File: src/rtl/codec_config_sequencer_pkg.sv
// rtl/codec_config_sequencer_pkg.sv - shared types and constants for the SSM2603 config sequencer
package codec_config_sequencer_pkg;

    typedef enum logic [3:0] {
        ST_IDLE,
        ST_SETTLE,
        ST_START,
        ST_ADDR,
        ST_REG,
        ST_DATA,
        ST_STOP,
        ST_NEXT,
        ST_ERR_STOP,
        ST_DONE,
        ST_FAIL
    } state_e;

    localparam int ENTRY_W = 16;

    localparam logic [6:0] CODEC_DEVICE_ADDR = 7'h1A;

    // SSM2603 register numbers
    localparam logic [6:0] REG_LOUT_VOL     = 7'd2;
    localparam logic [6:0] REG_ROUT_VOL     = 7'd3;
    localparam logic [6:0] REG_ANALOG_PATH  = 7'd4;
    localparam logic [6:0] REG_DIGITAL_PATH = 7'd5;
    localparam logic [6:0] REG_POWER_MGMT   = 7'd6;
    localparam logic [6:0] REG_DIGITAL_IF   = 7'd7;
    localparam logic [6:0] REG_SAMPLING     = 7'd8;
    localparam logic [6:0] REG_ACTIVE       = 7'd9;
    localparam logic [6:0] REG_SW_RESET     = 7'd15;

    // I2C write-address byte: 7-bit device address followed by R/W=0
    function automatic logic [7:0] write_addr_byte(input logic [6:0] dev_addr);
        return {dev_addr, 1'b0};
    endfunction

    localparam logic [7:0] CODEC_WRITE_ADDR = write_addr_byte(CODEC_DEVICE_ADDR);

    // Pack a table entry as {reg[6:0], data[8:0]}
    function automatic logic [ENTRY_W-1:0] make_entry(input logic [6:0] reg_num, input logic [8:0] data);
        return {reg_num, data};
    endfunction

endpackage

File: src/rtl/codec_config_rom.sv
// rtl/codec_config_rom.sv - fixed SSM2603 power-on register table
module codec_config_rom
    import codec_config_sequencer_pkg::*;
(
    input  logic [3:0]         index,
    output logic [ENTRY_W-1:0] entry
);

    // Table lookup; unused indices return an all-zero entry
    always_comb begin
        entry = '0;
        case (index)
            4'd0:    entry = make_entry(REG_SW_RESET,     9'h000);
            4'd1:    entry = make_entry(REG_POWER_MGMT,   9'h072);
            4'd2:    entry = make_entry(REG_LOUT_VOL,     9'h179);
            4'd3:    entry = make_entry(REG_ROUT_VOL,     9'h179);
            4'd4:    entry = make_entry(REG_ANALOG_PATH,  9'h012);
            4'd5:    entry = make_entry(REG_DIGITAL_PATH, 9'h000);
            4'd6:    entry = make_entry(REG_DIGITAL_IF,   9'h002);
            4'd7:    entry = make_entry(REG_SAMPLING,     9'h000);
            4'd8:    entry = make_entry(REG_ACTIVE,       9'h001);
            4'd9:    entry = make_entry(REG_POWER_MGMT,   9'h062);
            default: entry = '0;
        endcase
    end

endmodule

File: src/rtl/codec_config_sequencer.sv
// rtl/codec_config_sequencer.sv - drives i2c_master through the SSM2603 power-on register writes
module codec_config_sequencer
    import codec_config_sequencer_pkg::*;
#(
    parameter logic [6:0]  DEVICE_ADDR   = CODEC_DEVICE_ADDR,
    parameter int          NUM_ENTRIES   = 10,
    parameter int          SETTLE_INDEX  = 8,
    parameter logic [15:0] SETTLE_CYCLES = 16'd1000,
    parameter int          MAX_RETRIES   = 3
) (
    input  logic       clock,
    input  logic       reset,
    input  logic       go,
    input  logic       i2c_ready,
    input  logic       i2c_error,
    output logic       i2c_start,
    output logic       i2c_write,
    output logic       i2c_end,
    output logic       i2c_read,
    output logic [7:0] i2c_tx_data,
    output logic       busy,
    output logic       done,
    output logic       fail,
    output logic [3:0] entry_index,
    output logic [1:0] retry_count
);

    localparam logic [7:0]  ADDR_BYTE   = write_addr_byte(DEVICE_ADDR);
    localparam logic [3:0]  LAST_INDEX  = 4'(NUM_ENTRIES - 1);
    localparam logic [3:0]  SETTLE_IDX  = 4'(SETTLE_INDEX);
    localparam logic [1:0]  RETRY_LIMIT = 2'(MAX_RETRIES);
    localparam logic [15:0] SETTLE_LOAD = SETTLE_CYCLES - 16'd1;

    state_e       state_q, state_d;
    logic         wait_q, wait_d;     // 0: issue phase, 1: waiting for master completion
    logic         first_q, first_d;   // strobe cycle, master ready not yet meaningful
    logic [3:0]   entry_q, entry_d;
    logic [1:0]   retry_q, retry_d;
    logic [15:0]  cnt_q, cnt_d;
    logic         start_q, start_d;
    logic         write_q, write_d;
    logic         end_q, end_d;
    logic [7:0]   tx_q, tx_d;
    logic         busy_q, busy_d;
    logic         done_q, done_d;
    logic         fail_q, fail_d;

    logic [ENTRY_W-1:0] rom_entry;
    logic [6:0]         rom_reg;
    logic [8:0]         rom_data;

    codec_config_rom u_rom (
        .index (entry_q),
        .entry (rom_entry)
    );

    assign rom_reg  = rom_entry[15:9];
    assign rom_data = rom_entry[8:0];

    // Next-state and registered-output logic for the sequencer
    always_comb begin
        state_d = state_q;
        wait_d  = wait_q;
        first_d = first_q;
        entry_d = entry_q;
        retry_d = retry_q;
        cnt_d   = cnt_q;
        start_d = 1'b0;
        write_d = 1'b0;
        end_d   = 1'b0;
        tx_d    = tx_q;
        busy_d  = busy_q;
        done_d  = done_q;
        fail_d  = fail_q;

        case (state_q)
            ST_IDLE, ST_DONE, ST_FAIL: begin
                if (go) begin
                    done_d  = 1'b0;
                    fail_d  = 1'b0;
                    busy_d  = 1'b1;
                    entry_d = 4'd0;
                    retry_d = 2'd0;
                    wait_d  = 1'b0;
                    if (SETTLE_IDX == 4'd0) begin
                        state_d = ST_SETTLE;
                        cnt_d   = SETTLE_LOAD;
                    end else begin
                        state_d = ST_START;
                    end
                end
            end

            ST_SETTLE: begin
                if (cnt_q == 16'd0) begin
                    state_d = ST_START;
                    wait_d  = 1'b0;
                end else begin
                    cnt_d = cnt_q - 16'd1;
                end
            end

            ST_START, ST_ADDR, ST_REG, ST_DATA, ST_STOP, ST_ERR_STOP: begin
                if (!wait_q) begin
                    if (i2c_ready) begin
                        wait_d  = 1'b1;
                        first_d = 1'b1;
                        case (state_q)
                            ST_START: start_d = 1'b1;
                            ST_ADDR: begin
                                write_d = 1'b1;
                                tx_d    = ADDR_BYTE;
                            end
                            ST_REG: begin
                                write_d = 1'b1;
                                tx_d    = {rom_reg, rom_data[8]};
                            end
                            ST_DATA: begin
                                write_d = 1'b1;
                                tx_d    = rom_data[7:0];
                            end
                            default: end_d = 1'b1;
                        endcase
                    end
                end else if (first_q) begin
                    first_d = 1'b0;
                end else if (i2c_ready) begin
                    wait_d = 1'b0;
                    case (state_q)
                        ST_START: state_d = i2c_error ? ST_ERR_STOP : ST_ADDR;
                        ST_ADDR:  state_d = i2c_error ? ST_ERR_STOP : ST_REG;
                        ST_REG:   state_d = i2c_error ? ST_ERR_STOP : ST_DATA;
                        ST_DATA:  state_d = i2c_error ? ST_ERR_STOP : ST_STOP;
                        ST_STOP:  state_d = i2c_error ? ST_ERR_STOP : ST_NEXT;
                        default: begin
                            // Recovery STOP: its own error status is moot, the entry is retried or abandoned
                            if (retry_q < RETRY_LIMIT) begin
                                retry_d = retry_q + 2'd1;
                                state_d = ST_START;
                            end else begin
                                state_d = ST_FAIL;
                                busy_d  = 1'b0;
                                fail_d  = 1'b1;
                            end
                        end
                    endcase
                end
            end

            ST_NEXT: begin
                retry_d = 2'd0;
                wait_d  = 1'b0;
                if (entry_q == LAST_INDEX) begin
                    state_d = ST_DONE;
                    busy_d  = 1'b0;
                    done_d  = 1'b1;
                end else begin
                    entry_d = entry_q + 4'd1;
                    if (entry_q + 4'd1 == SETTLE_IDX) begin
                        state_d = ST_SETTLE;
                        cnt_d   = SETTLE_LOAD;
                    end else begin
                        state_d = ST_START;
                    end
                end
            end

            default: state_d = ST_IDLE;
        endcase
    end

    // State and output registers; reset drops strobes immediately
    always_ff @(posedge clock or posedge reset) begin
        if (reset) begin
            state_q <= ST_IDLE;
            wait_q  <= 1'b0;
            first_q <= 1'b0;
            entry_q <= 4'd0;
            retry_q <= 2'd0;
            cnt_q   <= 16'd0;
            start_q <= 1'b0;
            write_q <= 1'b0;
            end_q   <= 1'b0;
            tx_q    <= 8'd0;
            busy_q  <= 1'b0;
            done_q  <= 1'b0;
            fail_q  <= 1'b0;
        end else begin
            state_q <= state_d;
            wait_q  <= wait_d;
            first_q <= first_d;
            entry_q <= entry_d;
            retry_q <= retry_d;
            cnt_q   <= cnt_d;
            start_q <= start_d;
            write_q <= write_d;
            end_q   <= end_d;
            tx_q    <= tx_d;
            busy_q  <= busy_d;
            done_q  <= done_d;
            fail_q  <= fail_d;
        end
    end

    assign i2c_start   = start_q;
    assign i2c_write   = write_q;
    assign i2c_end     = end_q;
    assign i2c_read    = 1'b0;
    assign i2c_tx_data = tx_q;
    assign busy        = busy_q;
    assign done        = done_q;
    assign fail        = fail_q;
    assign entry_index = entry_q;
    assign retry_count = retry_q;

endmodule
File: config.mk
export PLATFORM = sky130hd
export DESIGN_NAME = codec_config_sequencer
export DESIGN_NICKNAME = d
export VERILOG_FILES = /design/src/rtl/codec_config_sequencer_pkg.sv /design/src/rtl/codec_config_rom.sv /design/src/rtl/codec_config_sequencer.sv
export SDC_FILE = /design/constraint.sdc
export NUM_CORES = 1
export LEC_CHECK = 0
export CORE_MARGIN = 8
export CORE_UTILIZATION = 29
export DETAILED_ROUTE_END_ITERATION = 7
export HOLD_SLACK_MARGIN = 0.06
export SYNTH_ARGS = -nofsm -noshare
export SYNTH_HDL_FRONTEND = slang
export SYNTH_HIERARCHICAL = 1
export SYNTH_SLANG_ARGS = --single-unit
export TNS_END_PERCENT = 10
File: constraint.sdc
create_clock -name clock -period 4.14 [get_ports clock]
set_input_delay 0.828 -clock clock [delete_from_list [all_inputs] [get_ports clock]]
set_output_delay 0.828 -clock clock [all_outputs]
set_load 0.1 [all_outputs]
# After elaboration in Yosys (flattened, before gate mapping)
# Memory sizes are Yosys's and may differ from the RTL's.
# Cells that the tools add are included.
classes:
  order_cmp: 1
  n_mux: 67
  bitwise_logic: 1
  addsub: 3
  n_reduce_logical: 24
  n_eq_ne: 24
ops:
  columns: ["op", "count"]
  rows:
  - ["$mux 4", 14]
  - ["$mux 16", 3]
  - ["$mux 1", 33]
  - ["$pmux 16 s2", 1]
  - ["$ne 2x2->1 const B", 12]
  - ["$pmux 8 s3", 1]
  - ["$eq 4x4->1 const B", 5]
  - ["$pmux 4 s5", 1]
  - ["$eq 4x3->1 const B", 4]
  - ["$logic_not 16->1", 1]
  - ["$pmux 4 s4", 1]
  - ["$sub 16x1->16 const B", 1]
  - ["$mux 2", 7]
  - ["$reduce_and 7->1", 2]
  - ["$reduce_and 3->1", 3]
  - ["$eq 4x2->1 const B", 2]
  - ["$pmux 4 s2", 1]
  - ["$reduce_and 4->1", 2]
  - ["$reduce_and 8->1", 1]
  - ["$reduce_bool 2->1", 4]
  - ["$pmux 2 s3", 1]
  - ["$reduce_bool 3->1", 2]
  - ["$reduce_or 3->1", 2]
  - ["$reduce_or 6->1", 1]
  - ["other kinds (14)", 15]
totals:
  input_bits: 5
  out_inout_bits: 21
  memories: 1
  reg_bits: 42
  word_cells: 134
  romBits: 176
mem_list:
  columns: ["name", "depth", "width", "rd", "rd_ports_with_merged_regs", "wr", "line_no", "rtl"]
  rows:
  - ["(no name shown)", 16, 11, 1, 0, 0, "codec_config_rom.sv:12", "case (index)"]

# Depth between registers and ports, before layout
logic_depth:
  ltp_word: 7
  ltp_mapped: 8
  ltp_nobuf: 7

# Modules after synthesis
# Netlist, hierarchy kept.
modules_own_cells:
  columns: ["mod", "area_per_inst_um2", "cells_each", "seq_area_each_um2", "n_inst"]
  rows:
  - ["codec_config_sequencer", 2437.3, 261, 1051.0, 1]
  - ["codec_config_rom", 295.3, 43, 0.0, 1]

# Worst setup path after synthesis
# OpenSTA, ideal clock, no wires.
synth_timing:
  kind: "register to register"
  start: "reg entry_q[0] (netlist: entry_index[0])"
  end: "reg entry_q[2] (netlist: entry_index[2])"
  path_slack_ps: 1711
  path_buffers: 0
  period_less_slack_ps: 2429
  arrival_ps: 2351
  required_time_ps: 4063
  stages_incl_launch_ff: 7
  cell_sequence: "dfrtp_1 -> ha_1 -> nand3b_1 -> a32o_1 -> a32oi_1 -> o21ai_0 -> o21ai_1"
synth_via:
  elab_chain_len: 3
synth_rtl:
  columns: ["element", "line_no", "rtl"]
  rows:
  - ["from (decl)", "codec_config_sequencer.sv:37", "logic [3:0] entry_q, entry_d;"]
  - ["from (signal assigned)", "codec_config_sequencer.sv:192", "entry_q <= entry_d;"]
  - ["$add 4x1->4 or $eq 4x4->1 (tied branches)", "codec_config_sequencer.sv:158, codec_config_sequencer.sv:153", null]
  - ["$mux 4 or $ne 2x2->1 (tied branches)", null, null]
  - ["$pmux 4 s2 or $reduce_and 3->1 (tied branches)", null, null]
# Parallel ways exist; a longest one is shown, timed or not. The select of a mux whose other input is x is not followed.
# A chain may end at the register's enable or synchronous reset.

# Final worst setup path
layout_timing:
  start: "reg entry_q[3] (netlist: entry_index[3])"
  end: "out entry_index[3]"
layout_rtl:
  columns: ["element", "line_no", "rtl"]
  rows:
  - ["to (decl)", "codec_config_sequencer.sv:24", "output logic [3:0] entry_index,"]
# No word-level cell between the ends.

==> flow_summary.yaml <==
timing:
  rsz0062_at_grt: "no"
  max-slew-margin-rel_pct: 33.9
  final_cycle_utilization_of_the_critical_path_pct: 74.3
  worst_slew_pin_slew_ns: 0.989
  final_hold_viol_count: 0
  setup-violations-final: 0
  fmax_ghz: 0.325
  worst_setup_skew_after_layout_ns: 0.00878
  tmin_final_ns: 3.07
  final-max-slew-violation-count: 0
  totalNegativeSetupSlack_ns: 0
setup_path:
  timing.critical_path.max_delay_family: "buffers and inverters"
  reg2reg_to: "retry_count[0]"
  crit_chain: "clkdlybuf4s50_1"
  worstSetupPathType: "flop to output port"
  reg2regPathDepth: 6
  worst_path_max_delay_cell: "clkdlybuf4s50_1"
  cp-start-kind: "flop"
  worstReg2RegStart: "state_q[3]"
  regToRegSetupSlack_ns: 1.41
  timing.critical_path.fanout_max: 19
  cp.required_ns: 3.31
  cp_slowest_stage_delay_ns: 1.25
  timing.critical_path.depth: 1
  endpoint: "entry_index[3]"
  setup.worst_path.end_class: "output port"
  beginning_of_the_critical_path: "entry_index[3]"
  data_arrival_time_at_the_worst_slack_endpoint_ns: 2.25
  path_buf_inv: 1
final_layout:
  finish.utilization_pct: 34.3
  post_route_cells_drive_above_1_share_pct: 6.25
  stdcell_area_sq_mm: 0.00316
  n_fill_cell: 953
  antenna_cells: 0
  finish.cell_count_without_fillers: 431
  areaGrowthSynthToFinish_pct: 15.5
  design.final.nets: 335
cts:
  post_cts_resized: 0
  cts-hold-fix-buffers: 0
  cts_root_buf: "clkbuf_8"
  post_cts_buffers: 0
  cts_tree: "yes"
  cts_bufs_inserted: 5
  clk_path_buf_depth: 2
  cts.reportedPaths.clkPinSlew_ns: 0.09
  clk_latency_ns: 0.30
  clock_tree.htree_level_count: 2
  cts.sinks: 42
route:
  viasPerCell: 5.26
  antenna_nets_post_route: 0
  drcViolationCount: 0
  avgRoutedWirePerCell_um: 14.3
  drt_first_pass_iters: 4
  drt_iter0_markers: 106
  wirelength_um: 6170
  num_vias: 2267
pwr:
  worst_ir_drop_vdd_mv: 0.326
  power.static_leakage_nw: 1.32
  power_density_mw_per_mm2: 775
  finalPower_mw: 2.45
yosys:
  post-synth-top-area-cell: "dfrtp_1"
  most_frequent_cell_after_synthesis: "dfrtp_1"
  ys_top_cells_by_area: "dfrtp_1, ha_1, nand2_1, mux2i_1, nor2_1"
  syn-instance-count: 304
  synthesis.yosys.warnings: 6
  synth-seq-area-share_pct: 38.5
  post_synth_edffs: 0
  ys_dominant_reg_cell: "dfrtp_1"
  async_reset_ff_share_pct: 100
  syn-cell-area_sq_mm: 0.00273
  netlist_top_cells_count: "dfrtp_1, nand2_1, nor2_1, a21oi_1, o21ai_1"
  mean_post_synth_cell_area_sq_um: 8.99
  synth.lib_cells_used.distinct: 63
  synth.top_cell.area_share_pct: 38.5
  synth-seq-cells: 42
die:
  row_count: 35
  die-width_um: 113
  die_area_sq_mm: 0.0128
  io_pins: 26
  coreArea_sq_mm: 0.00920
  die-height_um: 113
  initial_core_utilization_pct: 29.7
job:
  max-cap-violations: 0
placement:
  dp_cells: 423
  place_hpwl_um: 4390
  finalWeightedCongestion: 0.817
  portBuffers: 24
  placed_cell_area_sq_mm: 0.00302
global_route:
  grt_usage_pct: 9.91
  grt_remaining_overflow: 0
  grt_pass1_vias: 2235
  first_pass_grt_wire_length_um: 10600
  maximum_number_of_pins_on_one_net_before_global_route_repair: 28
  initial_antenna_violation_count: 0
hold_path:
  hold_path_class: "flop to flop"
outcome:
  run_status: "finished clean"
## per-layer routing
metal  share of wire [%]  GRT usage [%]  vias to the layer above
met2                  48           16.3                       52
met3                 5.2           2.24                       13
met5                   0              0                        -
met4                 2.1           4.62                        0
met1                  45           12.0                     1082
li1                    -              -                     1120
## report_power, final
part | internal (mW) | switching (mW)
registers | 0.513 | 0.156
logic | 0.432 | 0.949
clock network | 0.242 | 0.154
total | 1.19 | 1.26
## worst min path at each step
stage	slack (ns)	end	cells past startpoint	startpoint
2_1_floorplan	0.45	first_q	1	wait_q
3_5_place_dp	0.47	i2c_tx_data[3]	2	i2c_tx_data[3]
3_3_place_gp	0.47	i2c_tx_data[6]	2	i2c_tx_data[6]
5_1_grt	0.51	first_q	1	wait_q
4_1_cts	0.49	i2c_tx_data[3]	2	i2c_tx_data[3]
6_report	0.48	i2c_tx_data[3]	2	i2c_tx_data[3]
## flip-flops by register name, indices dropped and copies added (netlist names), 2 cells and up
register,cells
state_q,4
entry_index,4
cnt_q,16
i2c_tx_data,8
retry_count,2
## cells by family (layout without fill, tap and decap cells)
| group | count (synthesis) | count (layout) | synth area share [%] |
|---|---|---|---|
| fa+ha+maj | 11 | 11 | 5.04 |
| compound gates | 78 | 78 | 19.2 |
| mux | 12 | 12 | 4.49 |
| flops | 42 | 42 | 38.5 |
| buf+inv | 35 | 47 | 6.55 |
| xor+xnor | 9 | 9 | 2.88 |
| other cells | 2 | 6 | 0.275 |
| simple gates | 115 | 115 | 23.1 |
## layout make-up
type                    count  area [sq um]  share of cell area, %
clock buffers               5          68.8                   2.18
repair buffers             28           270                   8.56
well taps                 111           139                   4.40
multi-input cells         231          1520                   48.1
clock inverters             3          68.8                   2.18
flip-flops and latches     42          1050                   33.3
inverters                  11          41.3                   1.31
## cells in the final DEF, fill, tap and decap left out, drive strengths merged, types with 6 or more instances in the layout
master,count
o31ai,8
dfrtp,42
nand2,28
nor2b,6
nor2,25
nand2b,8
o21ai,18
nand3,6
mux2i,10
nand3b,6
xnor2,7
nor3,10
conb,6
a211oi,8
clkdlybuf4s50,24
a21oi,13
inv,10
ha,11
## per-stage QoR
stage	hold WS, ns	worst slack, ns
floorplan	0.447	1.71
global placement	0.465	1.42
detailed placement	0.466	1.38
CTS	0.488	1.05
global route	0.510	0.947
finish	0.482	1.07
No activity file was read; power rests on OpenSTA's default activity.
